**src/rtl/mcpu_pkg.sv**
```systemverilog
// rtl/mcpu_pkg.sv - shared constants and types for the micro CPU controller
// Contents:
//   CMD_*    ALU command codes, shared with MCPU_Alu
//   CLS_*    instruction class codes (instruction bits [7:6])
//   state_t  controller FSM state encoding
package mcpu_pkg;

  localparam logic [1:0] CMD_AND = 2'd0;
  localparam logic [1:0] CMD_OR  = 2'd1;
  localparam logic [1:0] CMD_XOR = 2'd2;
  localparam logic [1:0] CMD_ADD = 2'd3;

  localparam logic [1:0] CLS_ALU  = 2'd0;
  localparam logic [1:0] CLS_LDI  = 2'd1;
  localparam logic [1:0] CLS_JMP  = 2'd2;
  localparam logic [1:0] CLS_HALT = 2'd3;

  typedef enum logic [2:0] {
    S_IDLE,
    S_FETCH,
    S_DECODE,
    S_EXEC,
    S_FETCH_IMM,
    S_HALT
  } state_t;

endpackage

```
**src/rtl/mcpu_regfile.sv**
```systemverilog
// rtl/mcpu_regfile.sv - 2^NREGS_LOG2 x WORD_SIZE register file for the micro CPU
// Ports:
//   clk, reset         rising-edge clock, asynchronous active-high reset (clears all regs)
//   we/waddr/wdata     single synchronous write port
//   a_addr/a_data      combinational read port (rd operand)
//   b_addr/b_data      combinational read port (rs operand)
//   dbg_addr/dbg_data  combinational read port (debug)
module mcpu_regfile #(
  parameter int WORD_SIZE  = 8,
  parameter int NREGS_LOG2 = 2
) (
  input  logic                  clk,
  input  logic                  reset,
  input  logic                  we,
  input  logic [NREGS_LOG2-1:0] waddr,
  input  logic [WORD_SIZE-1:0]  wdata,
  input  logic [NREGS_LOG2-1:0] a_addr,
  output logic [WORD_SIZE-1:0]  a_data,
  input  logic [NREGS_LOG2-1:0] b_addr,
  output logic [WORD_SIZE-1:0]  b_data,
  input  logic [NREGS_LOG2-1:0] dbg_addr,
  output logic [WORD_SIZE-1:0]  dbg_data
);

  localparam int NREGS = 1 << NREGS_LOG2;

  logic [WORD_SIZE-1:0] regs [NREGS];

  always_ff @(posedge clk or posedge reset) begin
    if (reset) begin
      for (int i = 0; i < NREGS; i++) begin
        regs[i] <= '0;
      end
    end else if (we) begin
      regs[waddr] <= wdata;
    end
  end

  assign a_data   = regs[a_addr];
  assign b_data   = regs[b_addr];
  assign dbg_data = regs[dbg_addr];

endmodule

```
**src/rtl/mcpu_ctrl.sv**
```systemverilog
// rtl/mcpu_ctrl.sv - multicycle fetch/decode/execute controller for the micro CPU
// Ports:
//   clk, reset            rising-edge clock, asynchronous active-high reset
//   imem_req/imem_addr    instruction fetch request and address (= PC)
//   imem_rdata/imem_valid fetched word and its valid strobe
//   alu_opcode/r1/r2      command and operands to MCPU_Alu (reg[rd], reg[rs])
//   alu_out/alu_overflow  result and carry from MCPU_Alu
//   halted                high while in HALT
//   ovf_flag              registered overflow flag
//   dbg_sel/dbg_data      debug register read
// Instruction word: [7:6] class, [5:4] cmd, [3:2] rd, [1:0] rs.
module mcpu_ctrl
  import mcpu_pkg::*;
#(
  parameter int CMD_SIZE   = 2,
  parameter int WORD_SIZE  = 8,
  parameter int PC_SIZE    = 8,
  parameter int NREGS_LOG2 = 2
) (
  input  logic                  clk,
  input  logic                  reset,
  output logic                  imem_req,
  output logic [PC_SIZE-1:0]    imem_addr,
  input  logic [WORD_SIZE-1:0]  imem_rdata,
  input  logic                  imem_valid,
  output logic [CMD_SIZE-1:0]   alu_opcode,
  output logic [WORD_SIZE-1:0]  alu_r1,
  output logic [WORD_SIZE-1:0]  alu_r2,
  input  logic [WORD_SIZE-1:0]  alu_out,
  input  logic                  alu_overflow,
  output logic                  halted,
  output logic                  ovf_flag,
  input  logic [NREGS_LOG2-1:0] dbg_sel,
  output logic [WORD_SIZE-1:0]  dbg_data
);

  state_t                state, state_n;
  logic [PC_SIZE-1:0]    pc, pc_n;
  logic [WORD_SIZE-1:0]  ir, ir_n;
  logic                  ovf_n;
  logic                  rf_we;
  logic [WORD_SIZE-1:0]  rf_wdata;

  logic [1:0]            ir_cls;
  logic [NREGS_LOG2-1:0] ir_rd;
  logic [NREGS_LOG2-1:0] ir_rs;

  assign ir_cls = ir[7:6];
  assign ir_rd  = ir[2 +: NREGS_LOG2];
  assign ir_rs  = ir[0 +: NREGS_LOG2];

  // Operands are decoded from IR in every state; only EXEC consumes them.
  assign alu_opcode = ir[4 +: CMD_SIZE];
  assign imem_addr  = pc;

  mcpu_regfile #(
    .WORD_SIZE  (WORD_SIZE),
    .NREGS_LOG2 (NREGS_LOG2)
  ) u_regfile (
    .clk      (clk),
    .reset    (reset),
    .we       (rf_we),
    .waddr    (ir_rd),
    .wdata    (rf_wdata),
    .a_addr   (ir_rd),
    .a_data   (alu_r1),
    .b_addr   (ir_rs),
    .b_data   (alu_r2),
    .dbg_addr (dbg_sel),
    .dbg_data (dbg_data)
  );

  always_ff @(posedge clk or posedge reset) begin
    if (reset) begin
      state    <= S_IDLE;
      pc       <= '0;
      ir       <= '0;
      ovf_flag <= 1'b0;
    end else begin
      state    <= state_n;
      pc       <= pc_n;
      ir       <= ir_n;
      ovf_flag <= ovf_n;
    end
  end

  always_comb begin
    state_n  = state;
    pc_n     = pc;
    ir_n     = ir;
    ovf_n    = ovf_flag;
    rf_we    = 1'b0;
    rf_wdata = alu_out;
    imem_req = 1'b0;
    halted   = 1'b0;

    case (state)
      S_IDLE: begin
        state_n = S_FETCH;
      end

      S_FETCH: begin
        imem_req = 1'b1;
        if (imem_valid) begin
          ir_n    = imem_rdata;
          pc_n    = pc + PC_SIZE'(1);
          state_n = S_DECODE;
        end
      end

      S_DECODE: begin
        case (ir_cls)
          CLS_ALU:          state_n = S_EXEC;
          CLS_LDI, CLS_JMP: state_n = S_FETCH_IMM;
          default:          state_n = S_HALT;
        endcase
      end

      S_EXEC: begin
        rf_we    = 1'b1;
        rf_wdata = alu_out;
        ovf_n    = alu_overflow;
        state_n  = S_FETCH;
      end

      S_FETCH_IMM: begin
        imem_req = 1'b1;
        if (imem_valid) begin
          pc_n    = pc + PC_SIZE'(1);
          state_n = S_FETCH;
          if (ir_cls == CLS_LDI) begin
            rf_we    = 1'b1;
            rf_wdata = imem_rdata;
          end else if (!ir[0] || ovf_flag) begin
            // ir[0] selects the overflow-conditional jump; a taken jump
            // replaces the post-immediate increment.
            pc_n = imem_rdata[PC_SIZE-1:0];
          end
        end
      end

      S_HALT: begin
        halted = 1'b1;
      end

      default: begin
        state_n = S_IDLE;
      end
    endcase
  end

endmodule

```
**config.mk**
```make
export PLATFORM = sky130hd
export DESIGN_NAME = mcpu_ctrl
export DESIGN_NICKNAME = d
export VERILOG_FILES = /design/src/rtl/mcpu_pkg.sv /design/src/rtl/mcpu_regfile.sv /design/src/rtl/mcpu_ctrl.sv
export SDC_FILE = /design/constraint.sdc
export NUM_CORES = 1
export LEC_CHECK = 0
export BUFFER_PORTS_ARGS = -buffer_cell sky130_fd_sc_hd__buf_2
export CORE_MARGIN = 5
export CORE_UTILIZATION = 45
export CTS_BUF_LIST = sky130_fd_sc_hd__clkbuf_8
export CTS_CLUSTER_DIAMETER = 120
export DETAILED_ROUTE_END_ITERATION = 8
export PLACE_DENSITY = 0.75
export SLEW_MARGIN = 15
export SYNTH_ARGS = -nofsm -noshare
export SYNTH_HDL_FRONTEND = slang
export SYNTH_SLANG_ARGS = --single-unit
```
**constraint.sdc**
```tcl
create_clock -name clk -period 3.3 [get_ports clk]
set_input_delay 0 -clock clk [delete_from_list [all_inputs] [get_ports clk]]
set_output_delay 0 -clock clk [all_outputs]
set_load 0.005 [all_outputs]
```
==> results.sh, run 1 <==
export IMPL_status="finished clean"
export IMPL_setup_tns_ns=0
export IMPL_antenna_found_initial=0
export IMPL_hold_end="state[0]"
export IMPL_cts_max_path_buffers=2
export IMPL_die_area_sq_um=8144
export IMPL_r2r_end="u_regfile.regs[7]"
export IMPL_yosysSeqAreaShare_pct=44.91
export IMPL_diodes=0
export IMPL_leakage_nw=1.425
export IMPL_final_cell_area_sq_um=3377
export IMPL_syn_inst=222
export IMPL_pwr_share_seq_pct=58.2
export IMPL_area_growth_pct=16.54
export IMPL_dp_cells=340
export IMPL_crit_fanout=12
export IMPL_final_cells=358
export IMPL_final_nets=305
export IMPL_cts_tree="yes"
export IMPL_crit_path_end_kind="flip-flop"
export IMPL_synth_simple_gate_area_share_pct=7.124
export IMPL_cts_sinks=52
export IMPL_grt_use_total_pct=18.91
export IMPL_max_slew_margin_pct=40.45
export IMPL_whs_ns=0.02918
export IMPL_hold_class="input port to flip-flop"
export IMPL_critical_path_required_ns=3.56
export IMPL_grt_max_degree=53
export IMPL_ys_top_cells_by_area="dfrtp_1 (45%), mux4_2 (19%), o22a_1 (12%)"
export IMPL_yosys_register_bits=52
export IMPL_fillers=557
export IMPL_setup_viol=0
export IMPL_io_pins=59
export IMPL_post_route_min_period_ns=2.112
export IMPL_insertion_delay_ns=0.32
export IMPL_num_rows=29
export IMPL_r2r_setup_slack_ns=1.19
export IMPL_synth_edf_count=0
export IMPL_worst_setup_path_start_kind="flip-flop"
export IMPL_cts_max_level=2
export IMPL_dpl_hpwl_um=5127
export IMPL_grt_ovfl_total=0
export IMPL_die_y_um=90.25
export IMPL_port_buffers=58
export IMPL_synthAdderAreaFrac_pct=1.295
export IMPL_synth_top_family_by_area="multiplexers"
export IMPL_vias=2267
export IMPL_finalWirelength_um=7407
export IMPL_synth_area_sq_um=2898
export IMPL_synth_top_area_cell="dfrtp_1"
export IMPL_combPwrFrac_pct=10.4
export IMPL_multiInputGateArea_sq_um=1463
export IMPL_synth_compound_area_share_pct=18.65
export IMPL_worst_slew_pin_slew_ns=0.8922
export IMPL_mappedNetlistNets=247
export IMPL_fin_worst_skew_ns=0.01052
export IMPL_p_int_w=0.0008776
export IMPL_gp_congestion=0.7856
export IMPL_swShare_pct=24.73
export IMPL_switching_power_w=0.0002884
export IMPL_post_cts_buffers=0
export IMPL_rsz0062_at_grt="false"
export IMPL_worstHoldStart="imem_valid"
export IMPL_drc=0
export IMPL_place_area_sq_um=3188
export IMPL_hold_buffers=10
export IMPL_async_flop_share_pct=100.0
export IMPL_numCtsBuffers=5
export IMPL_arrival_ns=2.37
export IMPL_timing_max_cap_violations=0
export IMPL_cts_repair_resized=0
export IMPL_ir_worst_vdd_v=0.0001896
export IMPL_grt_pass1_vias=2322
export IMPL_powerDensity_nw_per_um2=345.3
export IMPL_route_detailed_wl_per_inst_um=20.69
export IMPL_synth_avg_cell_area_sq_um=13.05
export IMPL_finalHoldViolations=0
export IMPL_drt_iter0_drc=94
export IMPL_yosysWarnings=0
export IMPL_fin_crit_sh_pct=63.99
export IMPL_drtPass1Iterations=4
export IMPL_grt_pass1_wl_um=12360
export IMPL_clkPwrFrac_pct=31.4
export IMPL_clockRootBuffer="clkbuf_8"
export IMPL_fp_dieW_um=90.25
export IMPL_start_util_pct=45.90
export IMPL_path_class="flip-flop to flip-flop"
export IMPL_synth_xor_area_share_pct=0.3022
export IMPL_finalMaxSlewViolations=0
export IMPL_ys_flop_type="dfrtp_1"
export IMPL_max_freq_mhz=473.5
export IMPL_vias_per_cell=6.332
export IMPL_synthMuxAreaShare_pct=23.10
export IMPL_r2r_start="state[0]"
export IMPL_synth_distinct_cells=41
export IMPL_drive_gt1_share_pct=38.43
export IMPL_yosysTopAreaCellShare_pct=44.91
export IMPL_core_area_sq_um=6314
export IMPL_final_seq_area_sq_um=1301
export IMPL_min_path_cells=3
export IMPL_clk_pin_slew_ns=0.09
export IMPL_postRouteAntennaNets=0
export IMPL_ff2ff_path_depth=4
## power by group through the flow
stage	Combinational, W	Clock [W]	Sequential [W]
after global routing	0.000134	0.000398	0.000682
after floorplan	0.0000673	0	0.000683
after detailed placement	0.000114	0	0.000691
final	0.000122	0.000366	0.000679
after global placement	0.000113	0	0.000688
after CTS	0.000124	0.000375	0.000678
## registers in the layout, indices dropped and copies added (netlist names)
signal,cells
imem_addr,8
state,3
ir,8
ovf_flag,1
u_regfile.regs,32
## cell families after synthesis
group / after synthesis
flip-flops: 52
XOR/XNOR: 1
AO/OA/AOI/OAI: 66
adder cells (fa/ha/maj): 3
buffers and inverters: 26
multiplexers: 36
AND/OR/NAND/NOR: 38
## worst max-delay path, stage by stage (launching register included)
cell,delay [ns]
dfrtp_1,0.48
nor2b_1,0.20
nand4_1,0.54
a21oi_2,0.61
o22a_1,0.22
## cell usage in the layout (no fill, tap or decap), types with 2 or more instances in the layout
| cell | synthesis | routed |
|---|---|---|
| a21oi_1 | 4 | 4 |
| a21oi_2 | 3 | 3 |
| a22oi_1 | 2 | 2 |
| a2bb2oi_1 | 3 | 3 |
| a31oi_1 | 2 | 2 |
| and3_1 | 2 | 2 |
| buf_2 | 5 | 58 |
| clkbuf_8 | 0 | 5 |
| clkinv_2 | 0 | 3 |
| dfrtp_1 | 52 | 52 |
| dlygate4sd3_1 | 0 | 10 |
| ha_1 | 3 | 3 |
| inv_1 | 6 | 5 |
| inv_2 | 2 | 2 |
| mux2_2 | 7 | 7 |
| mux2i_1 | 5 | 5 |
| mux4_2 | 24 | 24 |
| nand2_1 | 10 | 10 |
| nand2b_1 | 3 | 3 |
| nand3_1 | 5 | 5 |
| nand4_1 | 3 | 3 |
| nor2_1 | 5 | 5 |
| nor2b_1 | 2 | 2 |
| o21ai_0 | 5 | 5 |
| o22a_1 | 41 | 41 |
## layout make-up
cell class,instances,share of cell area [%]
flip-flops and latches,52,38.53
clock inverters,3,0.5558
multi-input cells,144,43.31
clock buffers,5,2.038
inverters,8,0.9263
repair buffers,69,11.78
well taps,77,2.853
## per-stage QoR
stage	setup slack (ns)	power (W)	utilization, %
global placement	1.311	0.0008014	50.50
global route	1.013	0.001215	53.49
detailed placement	1.207	0.0008047	50.50
finish	1.188	0.001166	53.49
floorplan	1.673	0.0007505	-
CTS	1.182	0.001178	53.47
## cell usage after synthesis, types with 2 or more instances
library cell / instances
dfrtp_1: 52
o22a_1: 41
mux4_2: 24
nand2_1: 10
mux2_2: 7
inv_1: 6
buf_2: 5
mux2i_1: 5
nand3_1: 5
nor2_1: 5
o21ai_0: 5
a21oi_1: 4
buf_1: 4
buf_4: 4
a21oi_2: 3
a2bb2oi_1: 3
clkbuf_1: 3
ha_1: 3
nand2b_1: 3
nand4_1: 3
a22oi_1: 2
a31oi_1: 2
and3_1: 2
buf_6: 2
inv_2: 2
nor2b_1: 2
## layer usage
metal	GRT usage (%)	part of all wire [%]	vias up
li1	-	-	999
met1	25.85	44	1138
met2	30.67	49	117
met3	3.673	6.1	13
met4	5.583	1.5	0
met5	0	0	-
## how the worst max path moves through the flow
| stage | from | end | slack (ns) |
|---|---|---|---|
| floorplan | ir[6] | imem_addr[4] | 1.67 |
| CTS | ir[7] | u_regfile.regs[7] | 1.18 |
| global placement | ir[7] | u_regfile.regs[0] | 1.31 |
| global route | ir[7] | u_regfile.regs[1] | 1.01 |
| finish | state[0] | u_regfile.regs[7] | 1.19 |
| detailed placement | ir[7] | u_regfile.regs[0] | 1.21 |
Note: power is estimated with default switching activity, not from simulation.
==> inputs of run 2 (changes only) <==
ABC_AREA = 1   (was not set)
PLACE_DENSITY = 0.77   (was 0.75)
clock period = 1.8 ns   (was 3.3 ns; I/O delays follow)
==> run 2 against run 1 <==
Global-route usage increased by 2.1 points. Non-clock buffer count increased by 5. Combinational power increased to 25 times the previous value. Worst setup slack got worse by 0.99 ns. Utilization increased by 1.9 points. Worst hold slack got worse by 0.014 ns. Wire length increased by 20%.
==> results.sh, run 2 <==
export IMPL_area_growth_pct=18.51
export IMPL_diodes=0
export IMPL_synth_area_sq_um=3191
export IMPL_path_class="flip-flop to output pin"
export IMPL_top_register="u_regfile.regs"
export IMPL_grt_max_degree=53
export IMPL_finalWirelength_um=8920
export IMPL_vias_per_cell=5.195
export IMPL_dp_cells=609
export IMPL_postRouteAntennaNets=0
export IMPL_switching_power_w=0.002835
export IMPL_mappedNetlistNets=484
export IMPL_multiInputGateArea_sq_um=1649
export IMPL_synth_top_area_cell="dfrtp_1"
export IMPL_ff2ff_path_depth=6
export IMPL_die_area_sq_um=8874
export IMPL_hold_class="input port to flip-flop"
export IMPL_place_area_sq_um=3603
export IMPL_numCtsBuffers=5
export IMPL_post_route_min_period_ns=1.602
export IMPL_ys_top_cells_by_area="dfrtp_1 (41%), nand2_1 (23%), o21ai_0 (7.4%)"
export IMPL_cts_tree="yes"
export IMPL_setup_viol=0
export IMPL_num_rows=30
export IMPL_syn_inst=459
export IMPL_finalHoldViolations=0
export IMPL_drc=0
export IMPL_fin_worst_skew_ns=0.006468
export IMPL_gp_congestion=0.8643
export IMPL_combPwrFrac_pct=49.7
export IMPL_cts_repair_resized=0
export IMPL_vias=3252
export IMPL_powerDensity_nw_per_um2=1598
export IMPL_yosysTopAreaCellShare_pct=40.78
export IMPL_antenna_found_initial=0
export IMPL_route_detailed_wl_per_inst_um=14.25
export IMPL_finalMaxSlewViolations=0
export IMPL_timing_max_cap_violations=0
export IMPL_cts_sinks=52
export IMPL_grt_ovfl_total=0
export IMPL_cts_max_level=2
export IMPL_swShare_pct=46.91
export IMPL_max_slew_margin_pct=68.00
export IMPL_leakage_nw=2.063
export IMPL_power_w=0.006043
export IMPL_async_flop_share_pct=100.0
export IMPL_clockRootBuffer="clkbuf_8"
export IMPL_worstPathCellList="nand2_1 -> clkinv_1 -> buf_4 -> a22oi_1 -> nand2_1 -> buf_2"
export IMPL_max_freq_mhz=624.2
export IMPL_pwr_share_seq_pct=39.4
export IMPL_crit_top_cell="nand2_1"
export IMPL_largest_reg_flops=32
export IMPL_port_buffers=58
export IMPL_drt_iter0_drc=241
export IMPL_io_pins=59
export IMPL_grt_pass1_vias=3072
export IMPL_status="finished clean"
export IMPL_whs_ns=0.01479
export IMPL_p_int_w=0.003209
export IMPL_synth_distinct_cells=27
export IMPL_crit_fanout=6
export IMPL_rsz0062_at_grt="false"
export IMPL_cts_max_path_buffers=2
export IMPL_arrival_ns=1.60
export IMPL_fillers=691
export IMPL_critPathMaxStageDelay_ns=0.44
export IMPL_drive_gt1_share_pct=18.11
export IMPL_layout_common_cells="nand2_1 (194), buf_2 (58), dfrtp_1 (52), o21ai_0 (47), nor2_1 (41)"
export IMPL_dpl_hpwl_um=6586
export IMPL_layout_commonest_cell="nand2_1"
export IMPL_critical_path_required_ns=1.80
export IMPL_yosys_register_bits=52
export IMPL_final_cells=626
export IMPL_drtPass1Iterations=5
export IMPL_synth_avg_cell_area_sq_um=6.951
export IMPL_ir_worst_vdd_v=0.0006062
export IMPL_grt_use_total_pct=21.02
export IMPL_clk_pin_slew_ns=0.09
export IMPL_synth_common_cells="nand2_1 (194), dfrtp_1 (52), o21ai_0 (47), nor2_1 (41), inv_1 (34)"
export IMPL_ys_flop_type="dfrtp_1"
export IMPL_setup_tns_ns=0
export IMPL_grt_pass1_wl_um=14890
export IMPL_core_area_sq_um=6832
export IMPL_fp_dieW_um=94.20
export IMPL_min_path_cells=3
export IMPL_insertion_delay_ns=0.30
export IMPL_clkPwrFrac_pct=10.9
export IMPL_start_util_pct=46.70
export IMPL_yosysWarnings=0
export IMPL_crit_path_end_kind="output pin"
export IMPL_synth_most_common_cell="nand2_1"
export IMPL_fin_crit_sh_pct=89.00
export IMPL_worst_slew_pin_slew_ns=0.4794
export IMPL_yosysSeqAreaShare_pct=40.78
export IMPL_final_cell_area_sq_um=3781
export IMPL_slowest_stage="dfrtp_1"
export IMPL_synth_edf_count=0
export IMPL_final_seq_area_sq_um=1301
export IMPL_die_y_um=94.20
export IMPL_worst_setup_path_start_kind="flip-flop"
export IMPL_final_nets=554
[run 2: worst paths after layout]
check / endpoint / from / slack [ns]
worst min register to register: ir[5] / ir[5] / 0.51
worst min-delay path: ir[6] / imem_rdata[6] / 0.01
worst max register to register: imem_addr[4] / state[1] / 0.25
min in group asynchronous: imem_addr[5] / reset / 0.28
max in group asynchronous: ir[0] / reset / 1.28
worst max-delay path: alu_r1[2] / ir[3] / 0.20
[run 2: per-layer routing]
metal | part of all wire, % | track usage, % | vias to the layer above | routed length (um)
met3 | 7.9 | 3.205 | 17 | 701
met4 | 2.1 | 7.822 | 0 | 185
li1 | - | - | 1610 | -
met1 | 44 | 27.76 | 1474 | 3896
met5 | 0 | 0 | - | 0
met2 | 46 | 34.63 | 151 | 4136
[run 2: kinds of logic (layout without fill, tap and decap cells)]
| group | after synthesis | count (layout) | share of synthesized area (%) |
|---|---|---|---|
| XOR/XNOR | 1 | 1 | 0.2746 |
| adder cells (fa/ha/maj) | 3 | 3 | 1.177 |
| AO/OA/AOI/OAI | 80 | 80 | 14.24 |
| flip-flops | 52 | 52 | 40.78 |
| buffers and inverters | 53 | 124 | 7.529 |
| AND/OR/NAND/NOR | 270 | 270 | 36.00 |
[run 2: layout make-up]
class / count / share of cell area (%)
clock buffer: 5 / 1.820
clock inverter: 3 / 0.4964
inverter: 42 / 4.699
multi-input combinational: 354 / 43.61
sequential: 52 / 34.41
tap: 96 / 3.177
timing repair buffer: 74 / 11.78
[run 2: timing repair]
| item | CTS | global route |
|---|---|---|
| buffers inserted | 0 | 0 |
| endpoints found under the hold margin | 60 | 0 |
| hold buffers | 9 | 0 |
[run 2: worst max-delay path, delay by kind of cell (launching register included)]
| kind | cells | cell delay [ns] |
|---|---|---|
| buffers and inverters | 3 | 0.52 |
| AO/OA/AOI/OAI | 1 | 0.16 |
| flip-flops | 1 | 0.44 |
| AND/OR/NAND/NOR | 2 | 0.18 |
[run 2: metrics by stage]
step                worst slack, ns  utilization, %
floorplan                    0.4916               -
global placement             0.2841           52.75
detailed placement           0.2577           52.75
CTS                          0.2012           55.35
global route                0.04384           55.35
finish                       0.1979           55.35
[run 2: power by group through the flow]
stage / Clock, W / Combinational [W] / Sequential [W]
final: 0.000661 / 0.00300 / 0.00238
after global placement: 0 / 0.00293 / 0.00235
after floorplan: 0 / 0.00210 / 0.00214
after detailed placement: 0 / 0.00299 / 0.00238
after CTS: 0.000682 / 0.00301 / 0.00236
after global routing: 0.000715 / 0.00343 / 0.00246
